File: config.mk
export PLATFORM = sky130hd
export DESIGN_NAME = adder_seq32
export DESIGN_NICKNAME = d
export VERILOG_FILES = /design/src/rtl/adder_seq32.sv
export SDC_FILE = /design/constraint.sdc
export NUM_CORES = 1
export LEC_CHECK = 0
export CORE_MARGIN = 2
export CORE_UTILIZATION = 47
export CTS_CLUSTER_DIAMETER = 50
export DETAILED_ROUTE_END_ITERATION = 8
export GPL_ROUTABILITY_DRIVEN = 0
export HOLD_SLACK_MARGIN = 0.08
export PLACE_DENSITY = 0.79
export SLEW_MARGIN = 20
export SYNTH_ARGS = -nofsm -noshare
export SYNTH_HDL_FRONTEND = slang
export SYNTH_SLANG_ARGS = --single-unit
File: constraint.sdc
create_clock -name clk -period 5.35 [get_ports clk]
set_clock_uncertainty 0.2 [all_clocks]
set_input_delay 0.535 -clock clk [delete_from_list [all_inputs] [get_ports clk]]
set_output_delay 0.535 -clock clk [all_outputs]
set_load 0.03 [all_outputs]
File: src/rtl/adder_seq32.sv
// adder_seq32: sequential ripple adder, one 8-bit slice per clock.
// Valid/ready on both sides; carry is held in a register between slices.
module adder_seq32 #(
  parameter int WIDTH = 32,
  parameter int SLICE = 8
) (
  input  logic             clk,
  input  logic             rst_n,
  input  logic             in_valid,
  output logic             in_ready,
  input  logic [WIDTH-1:0] in_a,
  input  logic [WIDTH-1:0] in_b,
  input  logic             in_cin,
  output logic             out_valid,
  input  logic             out_ready,
  output logic [WIDTH-1:0] out_sum,
  output logic             out_cout
);

  localparam int NS = WIDTH / SLICE;
  localparam int IW = (NS > 1) ? $clog2(NS) : 1;
  localparam logic [IW-1:0] LAST = IW'(NS - 1);

  typedef enum logic [1:0] {
    IDLE,
    RUN,
    DONE
  } state_t;

  state_t           r_state;
  logic [WIDTH-1:0] r_a;
  logic [WIDTH-1:0] r_b;
  logic [WIDTH-1:0] r_sum;
  logic             r_carry;
  logic [IW-1:0]    r_idx;
  logic             r_in_ready;
  logic             r_out_valid;

  logic [SLICE-1:0] w_sa;
  logic [SLICE-1:0] w_sb;
  logic [SLICE:0]   w_add;
  logic [WIDTH-1:0] w_sum_nxt;

  // Slice select and add depend only on registered state.
  always_comb begin
    w_sa      = '0;
    w_sb      = '0;
    w_sum_nxt = r_sum;
    for (int k = 0; k < NS; k++) begin
      if (r_idx == IW'(k)) begin
        w_sa = r_a[k*SLICE +: SLICE];
        w_sb = r_b[k*SLICE +: SLICE];
      end
    end
    w_add = {1'b0, w_sa} + {1'b0, w_sb}
          + {{SLICE{1'b0}}, r_carry};
    for (int k = 0; k < NS; k++) begin
      if (r_idx == IW'(k)) begin
        w_sum_nxt[k*SLICE +: SLICE] = w_add[SLICE-1:0];
      end
    end
  end

  always_ff @(posedge clk or negedge rst_n) begin
    if (!rst_n) begin
      r_state     <= IDLE;
      r_a         <= '0;
      r_b         <= '0;
      r_sum       <= '0;
      r_carry     <= 1'b0;
      r_idx       <= '0;
      r_in_ready  <= 1'b1;
      r_out_valid <= 1'b0;
    end else begin
      unique case (r_state)
        IDLE: begin
          if (in_valid) begin
            r_a        <= in_a;
            r_b        <= in_b;
            r_carry    <= in_cin;
            r_idx      <= '0;
            r_in_ready <= 1'b0;
            r_state    <= RUN;
          end
        end
        RUN: begin
          r_sum   <= w_sum_nxt;
          r_carry <= w_add[SLICE];
          if (r_idx == LAST) begin
            r_out_valid <= 1'b1;
            r_state     <= DONE;
          end else begin
            r_idx <= r_idx + 1'b1;
          end
        end
        DONE: begin
          // Accept is blocked on the handshake edge; IDLE opens next cycle.
          if (out_ready) begin
            r_out_valid <= 1'b0;
            r_in_ready  <= 1'b1;
            r_state     <= IDLE;
          end
        end
        default: begin
          r_state <= IDLE;
        end
      endcase
    end
  end

  assign in_ready  = r_in_ready;
  assign out_valid = r_out_valid;
  assign out_sum   = r_sum;
  assign out_cout  = r_carry;

endmodule

==> summary.txt <==
GRT
  – First-pass GRT wire length: 17800 um
  – Largest net degree at the start of global routing: 65
  – Initial antenna violation count: 0
  – Remaining global-route overflow: 0
  – Vias in the first global route: 3574
  – GRT Overall Usage: 20.5%

Synthesis
  – Yosys top cell by area: dfrtp_1
  – Share of the synthesized area in the top cell type: 53.5%
  – Ys async rst share: 100%
  – Post-Synth XOR/XNOR Area: 0.734%
  – Post-Syn Instances: 423
  – Post-synthesis mux area share: 16.3%
  – Post-synth EDFFs: 0
  – Post-Synthesis Net Count: 505
  – Synth Area in Simple Gates: 10.1%
  – FF+latch count, synth: 103
  – Largest family of logic cells by synthesized area: multiplexers
  – Compound-cell area share of the yosys netlist: 11.6%
  – Syn avg cell area: 11.3 sq um
  – Synth Area in Adders: 3.72%
  – Sequential area share after synthesis: 54.1%
  – Synth cell types: 36
  – Main synth FF type: dfrtp_1
  – Synth top area cells: dfrtp_1 (54%), mux2_1 (16%), nand2_1 (5.0%)
  – Mapped Area: 0.00477 sq mm
  – Synth warnings: 0

Die
  – Die width: 105 um
  – Core Area: 0.00982 sq mm
  – Effective utilization at floorplan: 48.6%
  – Num ports: 104
  – Die ar.: 0.0110 sq mm
  – Die height: 105 um
  – Num rows: 36

Outcome
  – Status: complete, no violations

Route
  – Via count: 3516
  – 1st-pass router iterations: 4
  – Post-route ant nets: 0
  – Routed Wire Length: 10700 um
  – Routed vias/inst: 5.35
  – DR WL/cell: 16.2 um
  – Drt initial violations: 161
  – Residual DRC count: 0

Layout
  – Nets: 601
  – Area Growth Syn to Fin: 26.5%
  – Share of cells above drive strength 1: 4.77%
  – Cell area after layout: 0.00603 sq mm
  – ANT cells: 0

STA
  – Pins Over Slew Limit: 0
  – Worst setup margin: 1.40 ns
  – Period utilization: 73.8%
  – Setup TNS: 0 ns
  – Least-Margin Pin Slew: 1.04 ns
  – RSZ-0062 raised after global routing: no
  – Crit path time final: 3.95 ns
  – Final hold vios: 0
  – Max_slew headroom: 30.5%
  – Fmax: 253 MHz
  – Final setup fails: 0

Critical path
  – Reg2reg end: out_sum[14]
  – CP Data Arrival Time: 3.99 ns
  – Crit path cell chain: inv_1 > ha_1 > nor2b_1 > a221oi_1 > nor3_1 > a21oi_1 > fa_1 > inv_1 > fa_1 > a21oi_1 > o21ai_1 > mux2i_1 > a21oi_1 > o21ai_1
  – Critical Path Fanout Max: 30
  – Reg2reg start: r_idx[1]
  – Crit path capture type: flip-flop
  – Slowest stage delay, CP: 0.72 ns
  – R2R Setup Slk: 1.40 ns
  – Worst R2R Path Depth: 14
  – Worst setup path class: flip-flop to flip-flop
  – Most Frequent Cell on Critical Path: a21oi_1
  – Slowest cell on crit path: ha_1
  – Startpoint Class: flip-flop
  – WP data required: 5.39 ns

Pwr
  – P_int: 2300 uW
  – Leakage Power: 0.00251 uW
  – Comb power frac: 55.7%
  – P_sw: 1850 uW
  – Switching Share: 44.6%
  – Clock power frac: 10.6%
  – PD cells: 687 mW/mm^2
  – Peak VDD IR: 0.299 mV
  – Share of power burned in registers: 33.7%

Placement
  – I/O Buffers: 103
  – HPWL after DPL: 8090 um
  – Placed inst area: 0.00585 sq mm
  – Pre-CTS setup slack: 1.44 ns

Run
  – Max Cap Viol: 0

Clock network
  – Worst-skew pair later-pin latency: 0.37 ns
  – H-tree depth: 3
  – Clock sink total: 103
  – Root Buffer: clkbuf_8
  – Buffer depth of the longest clock path: 2
  – CTS clk-pin slew, worst paths: 0.10 ns
  – Resized cells post-CTS: 0
  – CTS Buf Count: 9
  – TritonCTS clock tree: built

Min path
  – Hold depth: 2
  – Worst hold endpoint: out_sum[27]
  – HP Class: flip-flop to flip-flop
  – Hold path start: out_sum[27]
==> worst max path at each step <==
stage | startpoint | to | slack (ns)
after global placement | r_idx[1] | out_sum[6] | 1.66
after CTS | r_idx[1] | out_sum[14] | 1.42
after floorplan | r_idx[0] | out_sum[14] | 2.23
after detailed placement | r_idx[1] | out_sum[14] | 1.44
after global routing | r_idx[1] | out_sum[14] | 0.96
final | r_idx[1] | out_sum[14] | 1.40
==> through the flow <==
step / utilization, % / hold WS (ns) / cells / power [uW]
finish: 61.5 / 0.292 / 657 / 4140
floorplan: - / 0.0394 / 423 / 3000
detailed placement: 59.6 / 0.275 / 640 / 3720
CTS: 61.5 / 0.297 / 657 / 4160
global route: 61.5 / 0.312 / 657 / 4460
global placement: 59.6 / 0.267 / 640 / 3610
==> synth_stat cells (2+ instances only) <==
cell type,number
nand2_1,64
nor3_1,3
buf_2,7
nor2_1,11
inv_1,7
xnor2_1,3
o31ai_1,5
inv_2,2
clkbuf_1,9
a21oi_1,39
buf_6,6
o21ai_1,45
fa_1,2
nand3b_1,12
nand2b_1,4
mux2_1,68
dfrtp_1,102
a22oi_1,2
nor2b_1,4
ha_1,11
a221oi_1,2
==> cell usage in the layout, fill, tap and decap left out, types with 2 or more instances in the layout <==
cell / Yosys / layout
mux2_1: 68 / 68
clkinv_2: 0 / 2
dfrtp_1: 102 / 102
inv_2: 2 / 2
fa_1: 2 / 2
ha_1: 11 / 11
o31ai_1: 5 / 5
buf_4: 0 / 4
a22oi_1: 2 / 2
nor2_1: 11 / 11
nor3_1: 3 / 3
nand2_1: 64 / 64
inv_1: 7 / 7
nor2b_1: 4 / 4
clkinvlp_4: 0 / 2
o21ai_1: 45 / 45
a21oi_1: 39 / 39
nand3b_1: 12 / 12
xnor2_1: 3 / 3
nand2b_1: 4 / 4
clkbuf_8: 0 / 9
clkdlybuf4s50_1: 0 / 102
a221oi_1: 2 / 2
==> kinds of logic (layout without fill, tap and decap cells) <==
family / count (synthesis) / after routing
flops: 103 / 103
simple gates: 102 / 102
compound gates: 101 / 101
mux: 69 / 69
buf+inv: 31 / 132
fa+ha+maj: 13 / 13
xor+xnor: 4 / 4
==> power by group through the flow <==
stage / Clock, uW / Combinational (uW) / Sequential [uW]
global route: 481 / 2540 / 1440
detailed placement: 0 / 2300 / 1410
floorplan: 0 / 1440 / 1560
CTS: 453 / 2310 / 1400
global placement: 0 / 2210 / 1400
finish: 440 / 2310 / 1400
==> per-layer routing <==
metal / GRT usage (%) / routed length, um / vias to the layer above
met5: 0 / 0 / -
met1: 28.2 / 4900 / 1736
met4: 7.43 / 207 / 0
met3: 4.12 / 552 / 16
met2: 32.4 / 5000 / 103
li1: - / - / 1661
==> cell type report <==
class,instances,area (sq um)
Fill cell,844,3780
Sequential cell,103,2580
Multi-Input combinational cell,289,2020
Timing Repair Buffer,107,1060
Tap cell,133,166
Clock buffer,10,128
Clock inverter,6,45.0
Inverter,9,33.8
==> registers in the layout, summed over array words and instances (netlist names) <==
signal	cells
in_ready	1
out_cout	1
out_sum	32
out_valid	1
r_a	32
r_b	32
r_idx	2
r_state	2
==> worst max-delay path: cells and delay by family (launching register included) <==
kind | cells | cell delay (ns)
adders and majority gates | 3 | 1.37
muxes | 1 | 0.13
AOI/OAI and AO/OA | 6 | 1.25
and+or+nand+nor | 2 | 0.28
buffers and inverters | 2 | 0.17
DFF | 1 | 0.42
==> repair_timing <==
item,4_1_cts,5_1_grt
setup endpoints to repair,0,0
hold buffers,1,0
buffers inserted,0,0
endpoints found under the hold margin,47,0
(Power assumes the default switching activity.)
